**src/rtl/cell_stream_ctrl_if.sv**
```systemverilog
// Bundle of the stream request, write request and cell memory signals.
// The controller takes the slave view; the surrounding system takes the master view.
interface cell_stream_ctrl_if #(
    parameter int DATA_WIDTH = 96,
    parameter int ADDR_WIDTH = 8
);
    logic                  rd_start;
    logic                  rd_stall;
    logic                  wr_req;
    logic [ADDR_WIDTH-1:0] wr_addr;
    logic [DATA_WIDTH-1:0] wr_data;
    logic                  wr_ack;
    logic [ADDR_WIDTH-1:0] mem_address;
    logic [DATA_WIDTH-1:0] mem_data;
    logic                  mem_rden;
    logic                  mem_wren;
    logic [DATA_WIDTH-1:0] mem_q;
    logic [ADDR_WIDTH-1:0] particle_count;
    logic [DATA_WIDTH-1:0] pos_out;
    logic                  pos_valid;
    logic                  pos_last;
    logic                  busy;
    logic                  done;

    modport master (
        output rd_start, rd_stall, wr_req, wr_addr, wr_data, mem_q,
        input  wr_ack, mem_address, mem_data, mem_rden, mem_wren,
               particle_count, pos_out, pos_valid, pos_last, busy, done
    );

    modport slave (
        input  rd_start, rd_stall, wr_req, wr_addr, wr_data, mem_q,
        output wr_ack, mem_address, mem_data, mem_rden, mem_wren,
               particle_count, pos_out, pos_valid, pos_last, busy, done
    );
endinterface

```
**src/rtl/cell_stream_ctrl.sv**
```systemverilog
// Streams every position word of one cell memory (count at address 0, words at 1..count)
// and arbitrates single-word writes into the same memory while idle.
module cell_stream_ctrl #(
    parameter int DATA_WIDTH   = 96,
    parameter int ADDR_WIDTH   = 8,
    parameter int PARTICLE_NUM = 220
) (
    input  logic               clk,
    input  logic               rst,
    cell_stream_ctrl_if.slave  bus
);
    typedef enum logic [2:0] {
        IDLE,
        RD_CNT,
        WAIT_CNT,
        STREAM,
        DRAIN,
        DONE
    } state_t;

    localparam logic [ADDR_WIDTH-1:0] MAX_ADDR = ADDR_WIDTH'(PARTICLE_NUM - 1);

    function automatic logic [ADDR_WIDTH-1:0] clamp_count(input logic [ADDR_WIDTH-1:0] raw);
        return (raw > MAX_ADDR) ? MAX_ADDR : raw;
    endfunction

    state_t                state_q;
    logic                  pend_q;
    logic                  wait_q;
    logic                  wr_ack_q;
    logic [ADDR_WIDTH-1:0] mem_address_q;
    logic [DATA_WIDTH-1:0] mem_data_q;
    logic                  mem_rden_q;
    logic                  mem_wren_q;
    logic [ADDR_WIDTH-1:0] particle_count_q;
    logic                  vld_p0_q;
    logic                  last_p0_q;
    logic                  vld_p1_q;
    logic                  last_p1_q;
    logic                  vld_p2_q;
    logic                  last_p2_q;
    logic [DATA_WIDTH-1:0] pos_out_q;
    logic                  pos_valid_q;
    logic                  pos_last_q;
    logic                  busy_q;
    logic                  done_q;

    logic [ADDR_WIDTH-1:0] cnt_d;
    logic [ADDR_WIDTH-1:0] tgt_d;
    logic [ADDR_WIDTH-1:0] next_addr_d;
    logic                  last_d;
    logic                  wr_grant_d;
    logic                  start_d;

    // The first data read is decided in the same cycle the count arrives, so the
    // target comes straight from the clamped memory word rather than the register.
    always_comb begin
        cnt_d       = clamp_count(bus.mem_q[ADDR_WIDTH-1:0]);
        tgt_d       = (state_q == WAIT_CNT) ? cnt_d : particle_count_q;
        next_addr_d = mem_address_q + ADDR_WIDTH'(1);
        last_d      = (next_addr_d == tgt_d);
        wr_grant_d  = bus.wr_req && !wr_ack_q;
        start_d     = (bus.rd_start || pend_q) && !bus.wr_req;
    end

    always_ff @(posedge clk) begin
        if (rst) begin
            state_q          <= IDLE;
            pend_q           <= 1'b0;
            wait_q           <= 1'b0;
            wr_ack_q         <= 1'b0;
            mem_address_q    <= '0;
            mem_data_q       <= '0;
            mem_rden_q       <= 1'b0;
            mem_wren_q       <= 1'b0;
            particle_count_q <= '0;
            vld_p0_q         <= 1'b0;
            last_p0_q        <= 1'b0;
            vld_p1_q         <= 1'b0;
            last_p1_q        <= 1'b0;
            vld_p2_q         <= 1'b0;
            last_p2_q        <= 1'b0;
            pos_out_q        <= '0;
            pos_valid_q      <= 1'b0;
            pos_last_q       <= 1'b0;
            busy_q           <= 1'b0;
            done_q           <= 1'b0;
        end else begin
            wr_ack_q   <= 1'b0;
            mem_wren_q <= 1'b0;
            mem_rden_q <= 1'b0;
            vld_p0_q   <= 1'b0;
            last_p0_q  <= 1'b0;
            done_q     <= 1'b0;

            // p0: read issued this cycle; p1/p2: memory latency; then output register
            vld_p1_q    <= vld_p0_q;
            last_p1_q   <= last_p0_q;
            vld_p2_q    <= vld_p1_q;
            last_p2_q   <= last_p1_q;
            pos_valid_q <= vld_p2_q;
            pos_last_q  <= last_p2_q;
            if (vld_p2_q) begin
                pos_out_q <= bus.mem_q;
            end

            case (state_q)
                IDLE: begin
                    if (start_d) begin
                        state_q       <= RD_CNT;
                        pend_q        <= 1'b0;
                        busy_q        <= 1'b1;
                        mem_address_q <= '0;
                        mem_rden_q    <= 1'b1;
                    end else begin
                        if (bus.rd_start) begin
                            pend_q <= 1'b1;
                        end
                        if (wr_grant_d) begin
                            wr_ack_q      <= 1'b1;
                            mem_wren_q    <= 1'b1;
                            mem_address_q <= bus.wr_addr;
                            mem_data_q    <= bus.wr_data;
                        end
                    end
                end
                RD_CNT: begin
                    state_q <= WAIT_CNT;
                    wait_q  <= 1'b0;
                end
                WAIT_CNT: begin
                    if (!wait_q) begin
                        wait_q <= 1'b1;
                    end else begin
                        particle_count_q <= cnt_d;
                        if (cnt_d == '0) begin
                            state_q <= DONE;
                        end else begin
                            state_q <= STREAM;
                            if (!bus.rd_stall) begin
                                mem_address_q <= next_addr_d;
                                mem_rden_q    <= 1'b1;
                                vld_p0_q      <= 1'b1;
                                last_p0_q     <= last_d;
                                if (last_d) begin
                                    state_q <= DRAIN;
                                end
                            end
                        end
                    end
                end
                STREAM: begin
                    if (!bus.rd_stall) begin
                        mem_address_q <= next_addr_d;
                        mem_rden_q    <= 1'b1;
                        vld_p0_q      <= 1'b1;
                        last_p0_q     <= last_d;
                        if (last_d) begin
                            state_q <= DRAIN;
                        end
                    end
                end
                DRAIN: begin
                    // The p2 word is captured this edge, so only p0/p1 still matter.
                    if (!vld_p0_q && !vld_p1_q) begin
                        state_q <= DONE;
                    end
                end
                DONE: begin
                    done_q  <= 1'b1;
                    busy_q  <= 1'b0;
                    state_q <= IDLE;
                end
                default: begin
                    state_q <= IDLE;
                    busy_q  <= 1'b0;
                end
            endcase
        end
    end

    assign bus.wr_ack         = wr_ack_q;
    assign bus.mem_address    = mem_address_q;
    assign bus.mem_data       = mem_data_q;
    assign bus.mem_rden       = mem_rden_q;
    assign bus.mem_wren       = mem_wren_q;
    assign bus.particle_count = particle_count_q;
    assign bus.pos_out        = pos_out_q;
    assign bus.pos_valid      = pos_valid_q;
    assign bus.pos_last       = pos_last_q;
    assign bus.busy           = busy_q;
    assign bus.done           = done_q;
endmodule

```
**src/flat_wrapper.sv**
```systemverilog
// flat-port wrapper written by rule: the top's interface ports become plain ports
module cell_stream_ctrl_flat 
#(
    parameter int DATA_WIDTH   = 96,
    parameter int ADDR_WIDTH   = 8,
    parameter int PARTICLE_NUM = 220
)
  (clk, rst, bus_rd_start, bus_rd_stall, bus_wr_req, bus_wr_addr, bus_wr_data, bus_mem_q, bus_wr_ack, bus_mem_address, bus_mem_data, bus_mem_rden, bus_mem_wren, bus_particle_count, bus_pos_out, bus_pos_valid, bus_pos_last, bus_busy, bus_done);
  cell_stream_ctrl_if #(.DATA_WIDTH(DATA_WIDTH), .ADDR_WIDTH(ADDR_WIDTH)) bus_i ();
  input  logic clk;
  input  logic rst;
  input wire logic [$bits(bus_i.rd_start)-1:0] bus_rd_start;
  input wire logic [$bits(bus_i.rd_stall)-1:0] bus_rd_stall;
  input wire logic [$bits(bus_i.wr_req)-1:0] bus_wr_req;
  input wire logic [$bits(bus_i.wr_addr)-1:0] bus_wr_addr;
  input wire logic [$bits(bus_i.wr_data)-1:0] bus_wr_data;
  input wire logic [$bits(bus_i.mem_q)-1:0] bus_mem_q;
  output wire logic [$bits(bus_i.wr_ack)-1:0] bus_wr_ack;
  output wire logic [$bits(bus_i.mem_address)-1:0] bus_mem_address;
  output wire logic [$bits(bus_i.mem_data)-1:0] bus_mem_data;
  output wire logic [$bits(bus_i.mem_rden)-1:0] bus_mem_rden;
  output wire logic [$bits(bus_i.mem_wren)-1:0] bus_mem_wren;
  output wire logic [$bits(bus_i.particle_count)-1:0] bus_particle_count;
  output wire logic [$bits(bus_i.pos_out)-1:0] bus_pos_out;
  output wire logic [$bits(bus_i.pos_valid)-1:0] bus_pos_valid;
  output wire logic [$bits(bus_i.pos_last)-1:0] bus_pos_last;
  output wire logic [$bits(bus_i.busy)-1:0] bus_busy;
  output wire logic [$bits(bus_i.done)-1:0] bus_done;
  assign bus_i.rd_start = bus_rd_start;
  assign bus_i.rd_stall = bus_rd_stall;
  assign bus_i.wr_req = bus_wr_req;
  assign bus_i.wr_addr = bus_wr_addr;
  assign bus_i.wr_data = bus_wr_data;
  assign bus_i.mem_q = bus_mem_q;
  assign bus_wr_ack = bus_i.wr_ack;
  assign bus_mem_address = bus_i.mem_address;
  assign bus_mem_data = bus_i.mem_data;
  assign bus_mem_rden = bus_i.mem_rden;
  assign bus_mem_wren = bus_i.mem_wren;
  assign bus_particle_count = bus_i.particle_count;
  assign bus_pos_out = bus_i.pos_out;
  assign bus_pos_valid = bus_i.pos_valid;
  assign bus_pos_last = bus_i.pos_last;
  assign bus_busy = bus_i.busy;
  assign bus_done = bus_i.done;
  cell_stream_ctrl #(.DATA_WIDTH(DATA_WIDTH), .ADDR_WIDTH(ADDR_WIDTH), .PARTICLE_NUM(PARTICLE_NUM)) u_core (.clk(clk), .rst(rst), .bus(bus_i));
endmodule
```
**config.mk**
```make
export PLATFORM = sky130hd
export DESIGN_NAME = cell_stream_ctrl_flat
export DESIGN_NICKNAME = d
export VERILOG_FILES = /design/src/rtl/cell_stream_ctrl_if.sv /design/src/rtl/cell_stream_ctrl.sv /design/src/flat_wrapper.sv
export SDC_FILE = /design/constraint.sdc
export NUM_CORES = 1
export LEC_CHECK = 0
export BUFFER_PORTS_ARGS = -buffer_cell sky130_fd_sc_hd__buf_4
export CORE_AREA = 2 2 163 165
export CTS_CLUSTER_DIAMETER = 50
export DETAILED_ROUTE_END_ITERATION = 7
export DIE_AREA = 0 0 165 167
export PLACE_DENSITY = 0.61
export SLEW_MARGIN = 15
export SYNTH_ARGS = -nofsm -noshare
export SYNTH_HDL_FRONTEND = slang
export SYNTH_SLANG_ARGS = --single-unit
```
**constraint.sdc**
```tcl
create_clock -name clk -period 3.3 [get_ports clk]
set_input_delay 0.165 -clock clk [delete_from_list [all_inputs] [get_ports clk]]
set_output_delay 0.165 -clock clk [all_outputs]
set_load 0.02 [all_outputs]
```
==> impl_metrics.tcl <==
set metrics [dict create \
    die_x_microns 165 \
    synth_xor_area_share_pct 1.89 \
    yosysSeqAreaShare_pct 53.7 \
    synth_area_leaders "dfxtp_1, mux2i_1, nand2_1, a21oi_1, nor2_1" \
    synth_top_family_by_area "simple AND/OR/NAND/NOR gates" \
    peakVddDrop_v 0.000555 \
    synth_area_leader_cell "dfxtp_1" \
    setup_ws_ps 614 \
    initial_utilization_pct 32.6 \
    rsz0062_at_grt "no" \
    synth_common_cells "dfxtp_1, nand2_1, nor2_1" \
    drive_gt1_share_pct 31.6 \
    synthArstFlopShare_pct 0 \
    rr_worst_depth 7 \
    root_buffer "clkbuf_16" \
    ys_types 51 \
    vias 8735 \
    synth_ff_type "dfxtp_1" \
    dr.pass1.iters 4 \
    synth-edff-count 0 \
    die_h_microns 167 \
    cp_slowest_cell "nor3b_4" \
    postPlaceCellArea_sq_um 11800 \
    fin_nets 1739 \
    min_path_type "in -> reg" \
    seq_area_sq_um 4510 \
    tightestPinTransition_ps 1040 \
    cts_tree "yes" \
    holdBufCountCts 202 \
    grt.total_usage_pct 20.2 \
    dp_worst_setup_slack_ps 636 \
    period_needed_ps 2690 \
    ys.warnings.count 0 \
    cts_buffers 28 \
    r2r_end "u_core.state_q[0]" \
    nFillCells 2165 \
    synth-seq-cells 225 \
    cts_max_level 1 \
    drv_cap 0 \
    hold_path_depth 4 \
    r2r-start "u_core.state_q[2]" \
    synth_mux_area_share_pct 12.5 \
    syn-num-nets 1146 \
    ant_nets 0 \
    wl_per_cell_microns 15.7 \
    dp_hpwl_microns 18900 \
    synthSimpleGateAreaFrac_pct 18.3 \
    netlist_instances 940 \
    critical_path_class "reg -> reg" \
    fmax_mhz 372 \
    insertion_delay_ps 530 \
    finalClockSkew_ps 9.25 \
    place_inst 1636 \
    cp.arrival_ps 3050 \
    core_sq_um 25800 \
    setup_viol 0 \
    netlist.area_leader.share_pct 53.7 \
    synth_compound_area_share_pct 9.99 \
    drt_iter0_drc 524 \
    grt_overflow 0 \
    r2r_slack_ps 610 \
    path_max_fanout 13 \
    crit_start "u_core.state_q[2]" \
    cts_resized 0 \
    min_to "u_core.bus.mem_rden" \
    hold_violations 0 \
    yosys.area_share.adder_pct 0.149 \
    fin_cells 1889 \
    synth.most_common_cell "dfxtp_1" \
    num_rows 59 \
    cts_setup_buffers 0 \
    final_cell_area_sq_um 14800 \
    synth_area_per_cell_sq_um 8.92 \
    period_share_pct 81.4 \
    cts.sinks 225 \
    gp_congestion 0.793 \
    vias_per_cell 4.62 \
    power.leakage_nw 6.32 \
    timing.slew.headroom_pct 30.7 \
    drc 0 \
    syn_area_sq_um 8390 \
    ios 420 \
    slowest_delay_ps 600 \
    multi_input_area_sq_um 3600 \
    final_util_pct 57.4 \
    cp_cell_sequence "nor3b_4 > mux2i_1 > xnor3_1 > nor4_2 > nand4_2 > o31ai_1 > a31oi_1" \
    status "finished clean" \
    required_ps 3670 \
    areaGrowthSynthToFinish_pct 76.4 \
    clk_path_buf_depth 3 \
    p_per_area_nw_per_um2 622 \
    grt_pass1_wl_microns 45300 \
    routed_wl_microns 29600 \
    final_max_slew_viol_count 0 \
    die_area_sq_um 27600 \
    cts.reportedPaths.clkPinSlew_ps 60 \
    tns_ps 0 \
    min_from "bus_wr_req" \
    antenna_found_initial 1 \
    start_kind "register" \
    crit_path_end_kind "register" \
    numPortBuffers 419 \
    grt_pass1_vias 8812 \
    grt_start_max_net_pins 128 \
]
report_power, final:
group	total [mW]	switching [mW]	internal, mW	leakage, nW
logic	2.66	1.49	1.17	4.01
clock network	3.22	1.22	2.00	0.489
registers	3.33	0.282	3.05	1.83
sequential cells by signal, summed over array words and instances, names as in the netlist, 3 cells and up:
signal and cells:
u_core.bus.mem_data 96, u_core.bus.pos_out 96, u_core.bus.mem_address 8, u_core.bus.particle_count 8, u_core.state_q 3
worst max-delay path: cells and delay by family, from the launching register on:
family	cells	cell delay, ps
DFF	1	450
and+or+nand+nor	3	1180
xor gates and xnor gates	1	250
AOI/OAI and AO/OA	2	370
muxes	1	270
through the flow:
step / power (mW) / hold WS [ps]
2_1_floorplan: 4.84 / 260
5_1_grt: 9.66 / 26.8
6_report: 9.21 / 15.5
3_3_place_gp: 5.80 / 398
4_1_cts: 9.26 / 2.04
3_5_place_dp: 5.82 / 407
logic make-up after synthesis:
logic type | after synthesis
buffers and inverters | 70
adders and majority gates | 1
muxes | 105
AOI/OAI and AO/OA | 152
xor gates and xnor gates | 13
DFF | 225
and+or+nand+nor | 374
cells in the final DEF, fill, tap and decap left out, types with 2 or more instances in the layout:
| master | instances |
|---|---|
| buf_4 | 422 |
| clkbuf_1 | 3 |
| a211oi_1 | 6 |
| nor2b_1 | 8 |
| a31oi_1 | 3 |
| o22ai_1 | 2 |
| clkbuf_16 | 29 |
| clkinv_2 | 5 |
| mux2i_1 | 104 |
| o21ai_0 | 11 |
| nor2_1 | 123 |
| nand2b_1 | 3 |
| nor3_1 | 5 |
| a311oi_1 | 2 |
| a21oi_1 | 112 |
| dfxtp_1 | 224 |
| bufinv_16 | 4 |
| buf_12 | 3 |
| a22oi_1 | 2 |
| nand3_1 | 7 |
| inv_1 | 5 |
| dlygate4sd3_1 | 202 |
| inv_6 | 3 |
| clkbuf_8 | 3 |
| a31o_2 | 3 |
| nand2_1 | 211 |
| xnor3_1 | 2 |
| or4_1 | 2 |
| xor2_1 | 9 |
| o211ai_1 | 3 |
cell type report:
class | count | area share [%]
Clock inverter | 15 | 1.40
Multi-Input combinational cell | 645 | 24.3
Tap cell | 335 | 2.83
Inverter | 5 | 0.127
Clock buffer | 35 | 5.26
Sequential cell | 225 | 30.5
Timing Repair Buffer | 628 | 35.6
Antenna cell | 1 | 0.0169
layer usage:
layer / vias to the layer above / GRT usage (%) / share of wire, % / wire length (microns)
met2: 363 / 35.8 / 48 / 14400
met5: - / 0 / 0 / 0
met1: 3996 / 22.5 / 39 / 11500
met4: 0 / 7.11 / 3.1 / 931
li1: 4313 / - / - / -
met3: 63 / 6.50 / 9.7 / 2890
how the worst max path moves through the flow:
stage	endpoint	slack (ps)	depth (start not counted)
6_report	u_core.state_q[0]	610	7
5_1_grt	u_core.state_q[0]	410	7
4_1_cts	u_core.state_q[0]	590	7
3_5_place_dp	u_core.state_q[0]	640	7
3_3_place_gp	u_core.state_q[0]	700	7
2_1_floorplan	u_core.state_q[0]	1070	8
Note: power is estimated with default switching activity, not from simulation.
